## config.mk

```make
export PLATFORM = sky130hd
export DESIGN_NAME = inst_fetch_unit_flat
export DESIGN_NICKNAME = d
export VERILOG_FILES = /design/src/rtl/inst_fetch_unit_if.sv /design/src/rtl/inst_fetch_unit.sv /design/src/flat_wrapper.sv
export SDC_FILE = /design/constraint.sdc
export NUM_CORES = 1
export LEC_CHECK = 0
export ABC_AREA = 1
export ABC_CLOCK_PERIOD_IN_PS = 8900
export CAP_MARGIN = 20
export CORE_MARGIN = 3
export CORE_UTILIZATION = 35
export DETAILED_ROUTE_END_ITERATION = 16
export PLACE_DENSITY_LB_ADDON = 0.1
export SKIP_LAST_GASP = 1
export SLEW_MARGIN = 30
export SYNTH_ARGS = -nofsm -noshare
export SYNTH_HDL_FRONTEND = slang
export SYNTH_SLANG_ARGS = --single-unit
export TNS_END_PERCENT = 1
```

## constraint.sdc

```tcl
create_clock -name clk -period 8.9 [get_ports clk]
set_clock_uncertainty 0.05 [all_clocks]
set_input_delay 1.335 -clock clk [delete_from_list [all_inputs] [get_ports clk]]
set_output_delay 1.335 -clock clk [all_outputs]
set_load 0.01 [all_outputs]
```

## src/rtl/inst_fetch_unit_if.sv

```systemverilog
// Fetch unit bus bundle: imem request/response channel and the
// {pc, inst} output channel toward the core.
interface inst_fetch_unit_if #(
    parameter int WORD_LEN = 32
);
    logic                imem_req_valid;
    logic                imem_req_ready;
    logic [WORD_LEN-1:0] imem_req_addr;
    logic                imem_resp_valid;
    logic [WORD_LEN-1:0] imem_resp_data;
    logic                out_valid;
    logic                out_ready;
    logic [WORD_LEN-1:0] out_pc;
    logic [WORD_LEN-1:0] out_inst;

    modport master (
        output imem_req_valid,
        input  imem_req_ready,
        output imem_req_addr,
        input  imem_resp_valid,
        input  imem_resp_data,
        output out_valid,
        input  out_ready,
        output out_pc,
        output out_inst
    );

    modport slave (
        input  imem_req_valid,
        output imem_req_ready,
        input  imem_req_addr,
        output imem_resp_valid,
        output imem_resp_data,
        input  out_valid,
        output out_ready,
        input  out_pc,
        input  out_inst
    );
endinterface

```

## src/rtl/inst_fetch_unit.sv

```systemverilog
// Instruction fetch with credit-limited prefetch FIFO, redirect flush and halt.
// Optional trace output when IFU_FETCH_TRACE_EN is defined.
module inst_fetch_unit #(
    parameter int                   WORD_LEN       = 32,
    parameter int                   FIFO_DEPTH     = 4,
    parameter int                   FIFO_DEPTH_BIT = 2,
    parameter logic [WORD_LEN-1:0]  RESET_VECTOR   = '0
) (
    input  logic                clk,
    input  logic                rst,
    input  logic                halt,
    input  logic                redirect_valid,
    input  logic [WORD_LEN-1:0] redirect_pc,
    inst_fetch_unit_if.master   bus
);
    localparam int CW = FIFO_DEPTH_BIT + 1;
    localparam logic [CW-1:0] FULL = CW'(FIFO_DEPTH);
    localparam logic [CW:0] CREDIT = (CW + 1)'(FIFO_DEPTH);

    logic [WORD_LEN-1:0]       fetch_pc;
    logic [WORD_LEN-1:0]       resp_pc;
    logic [WORD_LEN-1:0]       pc_mem   [FIFO_DEPTH];
    logic [WORD_LEN-1:0]       inst_mem [FIFO_DEPTH];
    logic [FIFO_DEPTH_BIT-1:0] rd_ptr;
    logic [FIFO_DEPTH_BIT-1:0] wr_ptr;
    logic [CW-1:0]             fifo_count;
    logic [CW-1:0]             outstanding;
    logic [CW-1:0]             drop_cnt;

    logic                      in_flight_ok;
    logic                      req_fire;
    logic                      resp_take;
    logic                      push;
    logic                      pop;
    logic [WORD_LEN-1:0]       redirect_aligned;
    logic [CW-1:0]             drop_next;

    assign redirect_aligned = redirect_pc & ~WORD_LEN'(3);
    assign in_flight_ok = ({1'b0, fifo_count} + {1'b0, outstanding}) < CREDIT;

    assign bus.imem_req_valid = !rst && !halt && !redirect_valid && in_flight_ok;
    assign bus.imem_req_addr  = fetch_pc;

    assign req_fire  = bus.imem_req_valid && bus.imem_req_ready;
    assign resp_take = bus.imem_resp_valid && (outstanding != '0);
    assign push      = resp_take && (drop_cnt == '0) && !redirect_valid;
    assign pop       = bus.out_valid && bus.out_ready && !redirect_valid;
    assign drop_next = outstanding - CW'(resp_take);

    assign bus.out_valid = (fifo_count != '0);
    assign bus.out_pc    = bus.out_valid ? pc_mem[rd_ptr] : '0;
    assign bus.out_inst  = bus.out_valid ? inst_mem[rd_ptr] : '0;

    // PCs, FIFO pointers and credit counters
    always_ff @(posedge clk or posedge rst) begin
        if (rst) begin
            fetch_pc    <= RESET_VECTOR;
            resp_pc     <= RESET_VECTOR;
            rd_ptr      <= '0;
            wr_ptr      <= '0;
            fifo_count  <= '0;
            outstanding <= '0;
            drop_cnt    <= '0;
        end else begin
            outstanding <= outstanding + CW'(req_fire) - CW'(resp_take);
            if (redirect_valid) begin
                fetch_pc   <= redirect_aligned;
                resp_pc    <= redirect_aligned;
                rd_ptr     <= '0;
                wr_ptr     <= '0;
                fifo_count <= '0;
                drop_cnt   <= drop_next;
            end else begin
                if (req_fire)
                    fetch_pc <= fetch_pc + WORD_LEN'(4);
                if (resp_take && drop_cnt != '0)
                    drop_cnt <= drop_cnt - CW'(1);
                if (push) begin
                    resp_pc <= resp_pc + WORD_LEN'(4);
                    wr_ptr  <= wr_ptr + FIFO_DEPTH_BIT'(1);
                end
                if (pop)
                    rd_ptr <= rd_ptr + FIFO_DEPTH_BIT'(1);
                fifo_count <= fifo_count + CW'(push) - CW'(pop);
            end
        end
    end

    // FIFO payload storage, written at the tail on each accepted response
    always_ff @(posedge clk) begin
        if (push) begin
            pc_mem[wr_ptr]   <= resp_pc;
            inst_mem[wr_ptr] <= bus.imem_resp_data;
        end
    end

    // catch overflow and unsolicited responses, both memory-side bugs
    always_ff @(posedge clk) begin
        if (!rst) begin
            assert (!(push && fifo_count == FULL));
            assert (!(bus.imem_resp_valid && outstanding == '0));
        end
    end

`ifdef IFU_FETCH_TRACE_EN
    // trace consumed instructions and redirects
    always_ff @(posedge clk) begin
        if (!rst && pop)
            $display("fetch pc: %d inst: 0x%H", bus.out_pc, bus.out_inst);
        if (!rst && redirect_valid)
            $display("redirect -> %d drop: %0d", redirect_aligned, drop_next);
    end
`endif

endmodule

```

## src/flat_wrapper.sv

```systemverilog
// flat-port wrapper written by rule: the top's interface ports become plain ports
module inst_fetch_unit_flat 
#(
    parameter int                   WORD_LEN       = 32,
    parameter int                   FIFO_DEPTH     = 4,
    parameter int                   FIFO_DEPTH_BIT = 2,
    parameter logic [WORD_LEN-1:0]  RESET_VECTOR   = '0
)
  (clk, rst, halt, redirect_valid, redirect_pc, bus_imem_req_valid, bus_imem_req_ready, bus_imem_req_addr, bus_imem_resp_valid, bus_imem_resp_data, bus_out_valid, bus_out_ready, bus_out_pc, bus_out_inst);
  inst_fetch_unit_if #(.WORD_LEN(WORD_LEN)) bus_i ();
  input  logic clk;
  input  logic rst;
  input  logic halt;
  input  logic redirect_valid;
  input  logic [WORD_LEN-1:0] redirect_pc;
  output wire logic [$bits(bus_i.imem_req_valid)-1:0] bus_imem_req_valid;
  input wire logic [$bits(bus_i.imem_req_ready)-1:0] bus_imem_req_ready;
  output wire logic [$bits(bus_i.imem_req_addr)-1:0] bus_imem_req_addr;
  input wire logic [$bits(bus_i.imem_resp_valid)-1:0] bus_imem_resp_valid;
  input wire logic [$bits(bus_i.imem_resp_data)-1:0] bus_imem_resp_data;
  output wire logic [$bits(bus_i.out_valid)-1:0] bus_out_valid;
  input wire logic [$bits(bus_i.out_ready)-1:0] bus_out_ready;
  output wire logic [$bits(bus_i.out_pc)-1:0] bus_out_pc;
  output wire logic [$bits(bus_i.out_inst)-1:0] bus_out_inst;
  assign bus_imem_req_valid = bus_i.imem_req_valid;
  assign bus_i.imem_req_ready = bus_imem_req_ready;
  assign bus_imem_req_addr = bus_i.imem_req_addr;
  assign bus_i.imem_resp_valid = bus_imem_resp_valid;
  assign bus_i.imem_resp_data = bus_imem_resp_data;
  assign bus_out_valid = bus_i.out_valid;
  assign bus_i.out_ready = bus_out_ready;
  assign bus_out_pc = bus_i.out_pc;
  assign bus_out_inst = bus_i.out_inst;
  inst_fetch_unit #(.WORD_LEN(WORD_LEN), .FIFO_DEPTH(FIFO_DEPTH), .FIFO_DEPTH_BIT(FIFO_DEPTH_BIT), .RESET_VECTOR(RESET_VECTOR)) u_core (.clk(clk), .rst(rst), .halt(halt), .redirect_valid(redirect_valid), .redirect_pc(redirect_pc), .bus(bus_i));
endmodule
```

==> impl_metrics.csv, run 1 <==
group,metric,value,unit
critical_path,crit_path_max_fanout,64,
power_and_ir_drop,switchingPower,1.56,mW
power_and_ir_drop,total_power,4.77,mW
power_and_ir_drop,p_leak,6.95,nW
die,core-area,0.0414,mm^2
detailed_routing,route.detailed.drc,0,
cells_and_area,fill_cells,3960,
die,fp-row-count,74,
detailed_routing,wire_per_inst,17.3,um
global_routing,antenna_found_initial,0,
die,fp.dieH,212,um
logic_synthesis,syn_inst,1554,
cells_and_area,drive_gt1_frac,0.0566,
logic_synthesis,synth_area_leaders,"edfxtp_1 (50%), dfrtp_1 (12%), nor2_1 (8.5%), nand2_1 (7.7%), o21ai_0 (5.2%)",
cts,cts_max_level,2,
cts,cts_tree,"yes",
detailed_routing,met3_length,1.73,mm
critical_path,crit_arrival,3.38,ns
cts,clk_path_buf_depth,3,
detailed_routing,vias_per_cell,4.80,
cells_and_area,n_antenna_cell,0,
global_routing,grt_pass1_vias,10886,
power_and_ir_drop,sw_frac_of_total,0.326,
cts,numCtsBuffers,37,
critical_path,crit_top_cell,"buf_4",
sta,rsz0062_at_grt,"false",
outcome,status,"finished, final reports clean",
power_and_ir_drop,ir_drop,0.000142,V
sta,slew_violations,0,
global_routing,grt_pass1_wl,61.0,mm
sta,finalHoldViolCount,0,
logic_synthesis,syn_avg_cell_area,9.55,um^2
die,die-area,0.0449,mm^2
global_routing,grt_overflow,0,
cts,cts.clk_slew.worst_paths,0.06,ns
critical_path,critical_path.cell_chain,"buf_4 -> clkinv_2 -> buf_4 -> nor2_1 -> o21ai_0 -> a21oi_1 -> clkdlybuf4s50_1",
cells_and_area,final_cells,2264,
logic_synthesis,synth_edf_count,248,
cts,cts.sinks,321,
die,pin_count,169,
cts,postCtsSetupRepairBufs,0,
sta,min_period_over_period,0.535,
cells_and_area,area.growth.synth_to_final,22.3,%
sta,fin_crit,4.76,ns
global_routing,grt.total_usage,0.174,
die,die-width,212,um
logic_synthesis,synth.top_cells.by_count,"nor2_1 (334), nand2_1 (306), edfxtp_1 (248), o21ai_0 (153), inv_1 (120)",
logic_synthesis,synth.yosys.seq_area_share,0.625,
power_and_ir_drop,clkPwrFrac,0.306,
power_and_ir_drop,p_int,3.22,mW
logic_synthesis,synth_top_area_frac,0.502,
detailed_routing,drtAntennaViolNets,0,
cells_and_area,fin_nets,1794,
logic_synthesis,ys_types,35,
logic_synthesis,ys_ff_latch,321,
sta,setup_viol,0,
cts,cts_repair_resize_count,0,
power_and_ir_drop,pwr-share-seq,0.403,
sta,setup_tns,0,ns
run,max_cap_viol_count,0,
critical_path,critPathSlowestCell,"buf_4",
critical_path,cpPeakStageDelay,0.69,ns
logic_synthesis,yosysWarnings,0,
detailed_routing,routed.top_layer,"met4",
placed_design,dp_hpwl,22.9,mm
cts,insertion_delay,0.53,ns
logic_synthesis,synth_ff_type,"edfxtp_1",
hold_path,hold_class,"flip-flop to flip-flop",
power_and_ir_drop,combPwrFrac,0.291,
detailed_routing,dr.pass1.iters,5,
sta,slew_headroom,0.371,
detailed_routing,drt-met1-wl,18.3,mm
critical_path,critPathKind,"flip-flop to primary output",
placed_design,dp.cells,2197,
placed_design,portBuffers,162,
logic_synthesis,synth.most_common_cell,"nor2_1",
sta,fmax,0.210,GHz
cells_and_area,final_util,0.438,
critical_path,start_kind,"flip-flop",
detailed_routing,via_count,10866,
critical_path,cp-end-kind,"primary output",
cts,holdBufCountCts,0,
global_routing,grt_max_degree,105,
detailed_routing,wl_met2,18.5,mm
die,start_util,0.358,
sta,tightest_slew,0.943,ns
logic_synthesis,synthArstFlopShare,0.227,
cts,cts_root_buffer,"clkbuf_16",
logic_synthesis,netlist.top_cell.by_area,"edfxtp_1",
detailed_routing,routed_wl,39.3,mm
critical_path,required,7.52,ns
logic_synthesis,synth_area,0.0148,mm^2
power_and_ir_drop,power_density,263,mW/mm^2
detailed_routing,dr.first_iter.drc_count,660,
placed_design,gp_congestion,0.825,
## registers in the layout (all words and copies together), names as in the netlist
name                      cells
u_core.bus.imem_req_addr     30
u_core.outstanding            3
u_core.pc_mem               120
u_core.resp_pc               30
u_core.wr_ptr                 2
u_core.inst_mem             128
u_core.fifo_count             3
u_core.drop_cnt               3
u_core.rd_ptr                 2
## power by group through the flow
| stage | combinational, mW | sequential, mW | clock [mW] |
|---|---|---|---|
| after floorplan | 0.771 | 1.89 | 0 |
| after global placement | 1.41 | 1.95 | 0 |
| after detailed placement | 1.42 | 1.95 | 0 |
| after CTS | 1.43 | 1.93 | 1.51 |
| after global routing | 1.55 | 1.94 | 1.56 |
| final | 1.39 | 1.92 | 1.46 |
## metal layers
metal | track usage | vias up
met5 | 0 | -
met3 | 0.0270 | 54
met1 | 0.235 | 5122
met4 | 0.0430 | 0
met2 | 0.295 | 242
li1 | - | 5448
## cells in the final DEF, fill, tap and decap left out, types with 3 or more instances in the layout
master / count
clkbuf_1: 9
buf_6: 6
clkinv_2: 6
ha_1: 16
nand3_1: 94
dfrtp_1: 71
o21bai_1: 9
clkbuf_16: 38
a21oi_1: 66
o21ai_0: 153
bufinv_16: 3
inv_1: 119
edfxtp_1: 248
nor2_4: 10
a31oi_1: 6
nor2_2: 9
xnor2_1: 10
nor2_1: 330
clkdlybuf4s50_1: 161
nand2_1: 306
nand2_2: 4
clkinv_1: 10
conb_1: 4
xor2_1: 8
o211ai_1: 4
buf_4: 8
## cell type report
class                   instances  area, um^2  area share
clock buffers                  48         998      0.0550
inverters                     124         470      0.0259
well taps                     532         666      0.0367
repair buffers                177        1770      0.0976
multi-input cells            1044        4800       0.264
flip-flops and latches        321        9280       0.511
clock inverters                18         164     0.00903
## stage by stage
step | hold slack, ns | area (um^2) | setup WS [ns]
floorplan | 0.447 | 14800 | 4.00
global placement | 0.509 | 16900 | 4.49
detailed placement | 0.513 | 17000 | 4.47
CTS | 0.529 | 18100 | 3.88
global route | 0.573 | 18100 | 3.93
finish | 0.525 | 18100 | 4.14
## critical path, delay by kind of cell, from the launching register on
kind / cells / cell delay [ns]
AO/OA/AOI/OAI: 2 / 0.44
buffers and inverters: 4 / 1.83
flip-flops: 1 / 0.33
AND/OR/NAND/NOR: 1 / 0.21
## final timing paths
path,from,end,slack [ns],depth (start not counted)
max,u_core.rd_ptr[1],bus_out_pc[13],4.14,7
min,u_core.bus.imem_req_addr[3],u_core.bus.imem_req_addr[3],0.52,2
max reg2reg,u_core.fifo_count[1],u_core.fifo_count[2],5.87,14
min reg2reg,u_core.bus.imem_req_addr[3],u_core.bus.imem_req_addr[3],0.52,2
max in group asynchronous,rst,u_core.rd_ptr[0],6.97,3
min in group asynchronous,rst,u_core.fifo_count[1],1.29,3
## cell families after synthesis
logic type,count (synthesis),share of synthesized area
other,1,0.000253
buffers and inverters,192,0.0547
XOR/XNOR,18,0.0106
AND/OR/NAND/NOR,764,0.209
AO/OA/AOI/OAI,240,0.0838
adder cells (fa/ha/maj),18,0.0162
flip-flops,321,0.625
Power figures use the tool's default switching activity.
==> inputs of run 2 (changes only) <==
--- a/config.mk
+++ b/config.mk
@@ -6,7 +6,7 @@
 export NUM_CORES = 1
 export LEC_CHECK = 0
 export ABC_AREA = 1
-export ABC_CLOCK_PERIOD_IN_PS = 8900
+export ABC_CLOCK_PERIOD_IN_PS = 4800
 export CAP_MARGIN = 20
 export CORE_MARGIN = 3
 export CORE_UTILIZATION = 35
==> constraint.sdc (replaced) <==
create_clock -name clk -period 4.8 [get_ports clk]
set_clock_uncertainty 0.05 [all_clocks]
set_input_delay 0.72 -clock clk [delete_from_list [all_inputs] [get_ports clk]]
set_output_delay 0.72 -clock clk [all_outputs]
set_load 0.01 [all_outputs]
==> run 2 against run 1 <==
Critical path depth shrank 1; clock power grew 88%; via count grew 0.87%; power grew 86%; combinational power grew 88%; sequential share of layout area shrank 0.12 points; core utilization grew 0.10 points; flip-flop and latch count is the same; largest cell class unchanged.
==> impl_metrics.csv, run 2 (synthesis results as in run 1) <==
group,metric,value,unit
outcome,status,"finished, final reports clean",
sta,fin_crit,3.70,ns
global_routing,grt_overflow,0,
cells_and_area,n_antenna_cell,0,
placed_design,gp_congestion,0.823,
sta,rsz0062_at_grt,"false",
sta,setup_slack,1.10,ns
placed_design,dp.cells,2205,
critical_path,cp-end-kind,"primary output",
critical_path,crit_path_max_fanout,33,
cells_and_area,final_common_cell,"nor2_1",
placed_design,portBuffers,162,
cts,postCtsSetupRepairBufs,0,
cts,cts_root_buffer,"clkbuf_16",
detailed_routing,via_count,10960,
cts,cts_repair_resize_count,0,
die,start_util,0.358,
sta,fmax,0.270,GHz
detailed_routing,vias_per_cell,4.82,
cells_and_area,final_util,0.439,
cells_and_area,design_area,0.0182,mm^2
cts,cts.clk_slew.worst_paths,0.06,ns
sta,finalHoldViolCount,0,
cells_and_area,final_cells,2272,
global_routing,grt.total_usage,0.176,
cells_and_area,largest_reg_flops,128,
critical_path,start_kind,"flip-flop",
detailed_routing,wire_per_inst,17.2,um
power_and_ir_drop,ir_drop,0.000261,V
cts,holdBufCountCts,0,
sta,setup_viol,0,
global_routing,grt_pass1_vias,10856,
sta,slew_violations,0,
cts,cts.sinks,321,
cts,numCtsBuffers,37,
cells_and_area,area.growth.synth_to_final,22.6,%
critical_path,cpPeakStageDelay,0.60,ns
cells_and_area,fin_nets,1801,
cells_and_area,drive_gt1_frac,0.0621,
cells_and_area,most-common-layout-cells,"nor2_1 (330), nand2_1 (306), edfxtp_1 (248)",
cts,insertion_delay,0.52,ns
detailed_routing,dr.pass1.iters,4,
detailed_routing,route.detailed.drc,0,
detailed_routing,routed_wl,39.2,mm
critical_path,worst-path-buf-inv,3,
cts,clk_path_buf_depth,3,
die,fp.dieH,212,um
critical_path,crit_family,"buffers and inverters",
critical_path,required,4.03,ns
detailed_routing,dr.first_iter.drc_count,627,
sta,min_period_over_period,0.771,
die,die-width,212,um
hold_path,hold_class,"flip-flop to flip-flop",
critical_path,critPathKind,"flip-flop to primary output",
die,fp-row-count,74,
global_routing,grt_max_degree,69,
global_routing,antenna_found_initial,0,
die,pin_count,169,
cells_and_area,largestRegisters,"u_core.inst_mem x128, u_core.pc_mem x120",
cells_and_area,top_register,"u_core.inst_mem",
global_routing,grt_pass1_wl,61.5,mm
cts,cts_tree,"yes",
placed_design,placed_area,0.0170,mm^2
critical_path,critPathSlowestCell,"clkdlybuf4s50_1",
sta,setup_tns,0,ns
die,core-area,0.0414,mm^2
power_and_ir_drop,power_density,488,mW/mm^2
sta,slew_headroom,0.397,
power_and_ir_drop,p_leak,6.98,nW
run,max_cap_viol_count,0,
placed_design,dp_slack,1.47,ns
critical_path,crit_arrival,2.93,ns
sta,tightest_slew,0.905,ns
cts,cts_max_level,2,
placed_design,dp_hpwl,24.6,mm
critical_path,critical_path.cell_chain,"clkinv_2 -> buf_4 -> nor2_1 -> o21ai_0 -> a21oi_1 -> clkdlybuf4s50_1",
die,die-area,0.0449,mm^2
detailed_routing,drtAntennaViolNets,0,
## run 2: power by group
group | total, mW | switching, mW | leakage [nW] | internal, mW
clock network | 2.74 | 1.10 | 0.569 | 1.64
logic | 2.61 | 1.52 | 3.29 | 1.09
registers | 3.53 | 0.271 | 3.13 | 3.26
total | 8.88 | 2.88 | 6.98 | 6.00
## run 2: routing by layer
metal  global-route usage  part of all wire  up-vias
met3               0.0305             0.044       56
met5                    0                 0        -
met1                0.240              0.46     5236
met2                0.293              0.48      208
li1                     -                 -     5460
met4               0.0434             0.020        0
## run 2: path summary, 6_finish.rpt
| kind | from | endpoint | slack, ns | cells after the start |
|---|---|---|---|---|
| worst max register to register | u_core.outstanding[1] | u_core.outstanding[1] | 2.14 | 10 |
| worst max-delay path | u_core.rd_ptr[1] | bus_out_pc[17] | 1.10 | 6 |
| worst min register to register | u_core.bus.imem_req_addr[3] | u_core.bus.imem_req_addr[3] | 0.52 | 2 |
| min in group asynchronous | rst | u_core.outstanding[2] | 0.60 | 2 |
| worst min-delay path | u_core.bus.imem_req_addr[3] | u_core.bus.imem_req_addr[3] | 0.52 | 2 |
| max in group asynchronous | rst | u_core.resp_pc[26] | 3.40 | 3 |
## run 2: cell type report
| cell class | count | area, um^2 |
|---|---|---|
| flip-flops and latches | 321 | 9280 |
| clock buffers | 54 | 1060 |
| clock inverters | 13 | 118 |
| well taps | 532 | 666 |
| repair buffers | 184 | 1790 |
| multi-input cells | 1044 | 4800 |
| fillers | 3908 | 23200 |
| inverters | 124 | 472 |
## run 2: tightest hold or removal path, cell delays in order, from the launching register on
cell     delay [ns]
dfrtp_1        0.41
nand2_1        0.07
nand2_1        0.05
## run 2: stage by stage
| stage | power (mW) | hold WS [ns] |
|---|---|---|
| floorplan | 4.93 | 0.447 |
| global placement | 6.23 | 0.503 |
| detailed placement | 6.26 | 0.510 |
| CTS | 9.04 | 0.529 |
| global route | 9.43 | 0.569 |
| finish | 8.88 | 0.521 |
==> inputs of run 3 (changes only) <==
--- a/config.mk
+++ b/config.mk
@@ -6,7 +6,7 @@
 export NUM_CORES = 1
 export LEC_CHECK = 0
 export ABC_AREA = 1
-export ABC_CLOCK_PERIOD_IN_PS = 4800
+export ABC_CLOCK_PERIOD_IN_PS = 3400
 export CAP_MARGIN = 20
 export CORE_MARGIN = 3
 export CORE_UTILIZATION = 35
==> constraint.sdc (replaced) <==
create_clock -name clk -period 3.4 [get_ports clk]
set_clock_uncertainty 0.05 [all_clocks]
set_input_delay 0.51 -clock clk [delete_from_list [all_inputs] [get_ports clk]]
set_output_delay 0.51 -clock clk [all_outputs]
set_load 0.01 [all_outputs]
==> run 3 against run 2 <==
Non-clock buffer count grew 4; cell count is essentially flat; critical endpoint is now bus_out_pc[11]; flip-flop and latch count is the same; global-route usage shrank 0.13 points; via count shrank 0.61%; critical path type unchanged.
==> impl_metrics.csv, run 3 (synthesis results as in run 1) <==
group,metric,value,unit
global_routing,grt.total_usage,0.174,
critical_path,crit_path_max_fanout,43,
power_and_ir_drop,total_power,12.4,mW
sta,rsz0062_at_grt,"true",
hold_path,hold_class,"input port to asynchronous set/reset pin",
detailed_routing,routed_wl,38.9,mm
global_routing,grt_max_degree,83,
cells_and_area,n_antenna_cell,0,
cells_and_area,fin_nets,1805,
die,start_util,0.358,
global_routing,grt_pass1_vias,10795,
critical_path,cp-end-kind,"primary output",
die,die-area,0.0449,mm^2
critical_path,crit_arrival,2.66,ns
outcome,status,"finished, final reports clean",
cts,clk_path_buf_depth,3,
detailed_routing,wire_per_inst,17.1,um
cts,cts_max_level,2,
sta,slew_violations,0,
placed_design,gp_congestion,0.790,
die,fp.dieH,212,um
detailed_routing,via_count,10893,
cells_and_area,most-common-layout-cells,"nor2_1 (330), nand2_1 (306), edfxtp_1 (248)",
global_routing,grt_overflow,0,
cells_and_area,final_util,0.441,
sta,fin_crit,3.22,ns
cells_and_area,top_register,"u_core.inst_mem",
cells_and_area,drive_gt1_frac,0.0608,
cts,insertion_delay,0.53,ns
cts,cts_tree,"yes",
power_and_ir_drop,ir_drop,0.000507,V
die,fp-row-count,74,
sta,min_period_over_period,0.948,
run,max_cap_viol_count,0,
cts,cts_root_buffer,"clkbuf_16",
sta,setup_viol,0,
critical_path,required,2.84,ns
detailed_routing,dr.first_iter.drc_count,500,
die,pin_count,169,
cts,numCtsBuffers,37,
sta,tightest_slew,0.659,ns
cells_and_area,area.growth.synth_to_final,23.0,%
cells_and_area,fill_cells,4009,
global_routing,antenna_found_initial,0,
sta,finalHoldViolCount,0,
global_routing,grt_pass1_wl,61.0,mm
detailed_routing,drtAntennaViolNets,0,
cts,cts.sinks,321,
critical_path,critPathKind,"flip-flop to primary output",
die,die-width,212,um
critical_path,r2r_cells,9,
placed_design,portBuffers,162,
die,core-area,0.0414,mm^2
sta,fmax,0.310,GHz
cells_and_area,final_common_cell,"nor2_1",
critical_path,start_kind,"flip-flop",
placed_design,dp_hpwl,24.4,mm
cells_and_area,largestRegisters,"u_core.inst_mem x128, u_core.pc_mem x120",
cells_and_area,largest_reg_flops,128,
cts,cts.clk_slew.worst_paths,0.06,ns
detailed_routing,route.detailed.drc,0,
sta,slew_headroom,0.560,
detailed_routing,vias_per_cell,4.79,
detailed_routing,dr.pass1.iters,7,
power_and_ir_drop,power_density,678,mW/mm^2
power_and_ir_drop,p_leak,7.00,nW
-- run 3: changes by cell type in the layout (fill, tap and decap cells not counted), sizes merged --
cell | previous run | this run
buf | 23 | 27
inv | 122 | 123
clkinv | 11 | 15
clkbuf | 54 | 51
bufinv | 2 | 0
clkinvlp | 2 | 0
-- run 3: final timing paths --
path | from | end | slack, ns
max | u_core.rd_ptr[0] | bus_out_pc[11] | 0.18
min | rst | u_core.resp_pc[11] | 0.39
max reg2reg | u_core.drop_cnt[0] | u_core.inst_mem[3][7] | 1.11
min reg2reg | u_core.drop_cnt[1] | u_core.drop_cnt[1] | 0.53
max in group asynchronous | rst | u_core.bus.imem_req_addr[24] | 2.25
min in group clk | redirect_valid | u_core.fifo_count[0] | 0.42
-- run 3: repair_timing --
action | CTS | global route
endpoints found under the setup margin | 0 | 8
hold buffers | 0 | 0
gates resized for setup | 0 | 2
buffers inserted | 0 | 0
-- run 3: through the flow --
step | area, um^2 | hold WS [ns] | worst slack [ns] | TNS [ns] | instances
2_1_floorplan | 14800 | 0.447 | -0.862 | -213.69 | 1557
3_3_place_gp | 17100 | 0.510 | 0.629 | 0 | 2209
3_5_place_dp | 17100 | 0.517 | 0.592 | 0 | 2209
4_1_cts | 18200 | 0.398 | 0.0274 | 0 | 2274
5_1_grt | 18200 | 0.447 | -0.00988 | -0.00988 | 2274
6_report | 18200 | 0.388 | 0.177 | 0 | 2274
-- run 3: final cells by class --
type / count / area, um^2 / area share
flip-flops and latches: 321 / 9280 / 0.509
well taps: 532 / 666 / 0.0365
clock inverters: 14 / 61.3 / 0.00336
clock buffers: 51 / 1030 / 0.0565
multi-input cells: 1044 / 4800 / 0.263
repair buffers: 188 / 1940 / 0.106
inverters: 124 / 470 / 0.0258
-- run 3: worst max-delay path: stages (launching register included) --
cell and delay [ns]:
dfrtp_4 0.61, clkinv_2 0.12, buf_4 0.38, o21ai_0 0.16, a21oi_1 0.28, clkdlybuf4s50_1 0.59
-- run 3: layer usage --
layer / GRT usage / part of all wire / vias to the layer above
met4: 0.0386 / 0.016 / 0
met3: 0.0285 / 0.040 / 44
met5: 0 / 0 / -
li1: - / - / 5466
met1: 0.234 / 0.46 / 5174
met2: 0.299 / 0.48 / 209
-- run 3: report_power, final --
group          leakage [nW]  total [mW]  switching, mW  internal [mW]
combinational          3.34        3.73           2.13           1.61
sequential             3.13        5.01          0.409           4.60
clock                 0.533        3.62           1.51           2.11
==> patch: new RTL, config.mk and constraints of run 2 <==
`WORD_LEN` is set to 32 in 3 places; all go to 64.
--- a/src/rtl/inst_fetch_unit_if.sv
+++ b/src/rtl/inst_fetch_unit_if.sv
@@ -1,7 +1,7 @@
 // Fetch unit bus bundle: imem request/response channel and the
 // {pc, inst} output channel toward the core.
 interface inst_fetch_unit_if #(
-    parameter int WORD_LEN = 32
+    parameter int WORD_LEN = 64
 );
     logic                imem_req_valid;
     logic                imem_req_ready;
--- a/src/rtl/inst_fetch_unit.sv
+++ b/src/rtl/inst_fetch_unit.sv
@@ -1,7 +1,7 @@
 // Instruction fetch with credit-limited prefetch FIFO, redirect flush and halt.
 // Optional trace output when IFU_FETCH_TRACE_EN is defined.
 module inst_fetch_unit #(
-    parameter int                   WORD_LEN       = 32,
+    parameter int                   WORD_LEN       = 64,
     parameter int                   FIFO_DEPTH     = 4,
     parameter int                   FIFO_DEPTH_BIT = 2,
     parameter logic [WORD_LEN-1:0]  RESET_VECTOR   = '0
--- a/src/flat_wrapper.sv
+++ b/src/flat_wrapper.sv
@@ -1,7 +1,7 @@
 // flat-port wrapper written by rule: the top's interface ports become plain ports
 module inst_fetch_unit_flat 
 #(
-    parameter int                   WORD_LEN       = 32,
+    parameter int                   WORD_LEN       = 64,
     parameter int                   FIFO_DEPTH     = 4,
     parameter int                   FIFO_DEPTH_BIT = 2,
     parameter logic [WORD_LEN-1:0]  RESET_VECTOR   = '0
Ports: changed (5 resized); port bits go from 169 to 329. The function was not compared with the original's and may differ.
==> patch against run 2 <==
  * Sequential cell count up 320
  * Largest power group unchanged
  * Highest routed layer unchanged
  * Synthesized area up 100%
  * Power up 98%
  * Setup slack worse by 0.40 ns
  * Routed wire length up 150%
  * Synthesized cell count up 100%
  * Global-route usage up 3.9 points
  * Cell area up 100%
  * Maximum frequency down 9.8%
==> patch: results (changes against run 2) <==
stage,metric,value,unit,change
logic_synthesis,count of cell types in the netlist,47,,+34%
cts,Longest Clk Path Bufs,3,,unchanged
placement,DP Worst Slack,1.19,ns,-0.287 ns
global_routing,number of global-route vias before repair,23100,,+110%
cts,CTS buffer count,75,,+100%
worst_setup_path,CP Data Arrival Time,3.34,ns,+0.41 ns
global_routing,pin count of the biggest net entering global routing,156,,+130%
worst_setup_path,"setup slack, reg-to-reg",1.84,ns,-0.30 ns
hold_path,WHS Endpoint,u_core.fifo_count[1],,
cells_and_area,Largest regs,"u_core.inst_mem: 256 flops, u_core.pc_mem: 248 flops",,
logic_synthesis,dominant cells by area after synthesis,"edfxtp_1 (51%), dfrtp_1 (11%), nor2_1 (9.3%), nand2_1 (6.3%), o21ai_0 (5.6%)",,
cells_and_area,share of cells above drive strength 1,0.0717,,+0.00962
cells_and_area,final layout net count,3605,,+100%
cts,Clock Latency Late Sink,0.62,ns,+0.10 ns
power_and_ir_drop,maximum vdd ir drop,0.000322,V,+23%
hold_path,Worst Hold Launch,redirect_valid,,
hold_path,worst hold path type,input pin to flop,,
logic_synthesis,post-synthesis compound-gate area fraction,0.106,,+0.0217
global_routing,total track usage,0.215,,+0.0393
worst_setup_path,"slowest stage delay, CP",0.62,ns,+0.02 ns
logic_synthesis,synthesized instance count,3147,,+100%
global_routing,initial antenna violation count,1,,+1
placement,post-DP HPWL,65.8,mm,+170%
cts,post-CTS setup buffers,0,,unchanged
cts,CTS resizes,0,,unchanged
timing,Relative slew margins,0.401,,+0.00436
routing,First-pass DRT Iterations,6,,+2
cts,clk root buf,clkbuf_16,,
timing,hold slack,0.499,ns,-0.0216 ns
placement,placed cells,4509,,+100%
global_routing,first-pass GRT wire length,146,mm,+140%
power_and_ir_drop,Int Pwr,11.7,mW,+95%
placement,Port Buffers,322,,+99%
cells_and_area,final std cells w/o fill,4650,,+100%
logic_synthesis,adder-cell share of the synthesized area,0.00805,,-0.00815
logic_synthesis,post-synthesis async set-or-reset flop share,0.214,,-0.0137
hold_path,Min-Delay Path Depth,2,,unchanged
routing,detailed-route wire length per cell,21.0,um,+22%
worst_setup_path,Reg2Reg Launch Point,u_core.drop_cnt[0],,
worst_setup_path,R2R cell count,9,,-1
power_and_ir_drop,Pleak,13.5,nW,+94%
worst_setup_path,CP max stage cell,buf_4,,
logic_synthesis,prevailing post-synth register cell,edfxtp_1,,
placement,Area after DPL,34500,um2,+100%
outcome,outcome,finished clean,,
logic_synthesis,number of synthesized flops with an enable pin,504,,+100%
routing,drt initial violations,1523,,+140%
logic_synthesis,register area share after synthesis,0.622,,-0.00343
routing,DR vias/cell,5.05,,+4.7%
logic_synthesis,synth cell count leaders,"nor2_1 (736), edfxtp_1 (504), nand2_1 (504)",,
worst_setup_path,Max Fanout on Critical Path,58,,+76%
logic_synthesis,Ys Warns,0,,unchanged
cts,htree depth,3,,+1
logic_synthesis,xor/xnor cell area share of the yosys netlist,0.00323,,-0.00740
placement,gp weighted congestion,0.882,,+7.2%
worst_setup_path,reg-to-reg endpoint,u_core.inst_mem[3][14],,
[patch: changes by cell type in the layout (fill, tap and decap cells not counted), moves of 36 or more]
| cell | before | now |
|---|---|---|
| clkdlybuf4s50_1 | 161 | 321 |
| nor2_1 | 330 | 732 |
| nand4_1 | 0 | 36 |
| edfxtp_1 | 248 | 504 |
| inv_1 | 119 | 186 |
| clkbuf_16 | 39 | 76 |
| o21ai_0 | 153 | 334 |
| dfrtp_1 | 71 | 135 |
| nand2_1 | 306 | 504 |
| a21oi_1 | 66 | 216 |
| nand3_1 | 94 | 142 |
[patch: routing by layer]
layer  global-route usage  vias to the layer above  share of wire
met4               0.0855                        0          0.038
met5                    0                        -              0
met3               0.0280                      177          0.047
met2                0.358                      692           0.48
met1                0.285                    11400           0.44
li1                     -                    11300              -
[patch: logic make-up after synthesis]
| kind of cell | Yosys count |
|---|---|
| compound gates | 606 |
| fa+ha+maj | 18 |
| buf+inv | 347 |
| other cells | 1 |
| xor+xnor | 11 |
| simple gates | 1523 |
| flops | 641 |
[patch: worst max-delay path by stage]
stage	start	to	cells past startpoint	slack, ns
6_report	u_core.rd_ptr[0]	bus_out_inst[1]	7	0.69
5_1_grt	u_core.rd_ptr[0]	bus_out_pc[57]	7	0.45
4_1_cts	u_core.rd_ptr[0]	bus_out_inst[1]	7	0.60
3_5_place_dp	bus_imem_resp_valid	u_core.inst_mem[3][8]	8	1.19
3_3_place_gp	bus_imem_resp_valid	u_core.inst_mem[3][8]	8	1.21
2_1_floorplan	bus_imem_resp_valid	u_core.inst_mem[0][0]	6	-0.22
[patch: critical path, delay by kind of cell, from the launching register on]
family	cells	cell delay (ns)
AOI/OAI and AO/OA	2	0.36
buffers and inverters	3	1.61
DFF	1	0.46
and+or+nand+nor	2	0.22
[patch: layout make-up]
cell class,instances,area (um2)
Antenna cell,1,2.50
Clock buffer,100,2070
Clock inverter,40,404
Sequential cell,641,18600
Fill cell,8097,47100
Tap cell,1134,1420
Multi-Input combinational cell,2162,9920
Timing Repair Buffer,368,3820
Inverter,204,783
[patch: metrics by stage]
step	setup TNS, ns	utilization
6_report	0	0.440
3_3_place_gp	0	0.410
4_1_cts	0	0.440
2_1_floorplan	-112.32	-
5_1_grt	0	0.440
3_5_place_dp	0	0.410
[patch: power groups by stage]
stage          clock network (mW)  logic (mW)  registers (mW)
2_1_floorplan                   0        2.59            6.87
3_3_place_gp                    0        4.96            7.05
3_5_place_dp                    0        5.00            7.07
4_1_cts                      5.85        5.03            6.96
5_1_grt                      6.09        5.43            7.01
6_report                     5.69        4.92            6.96
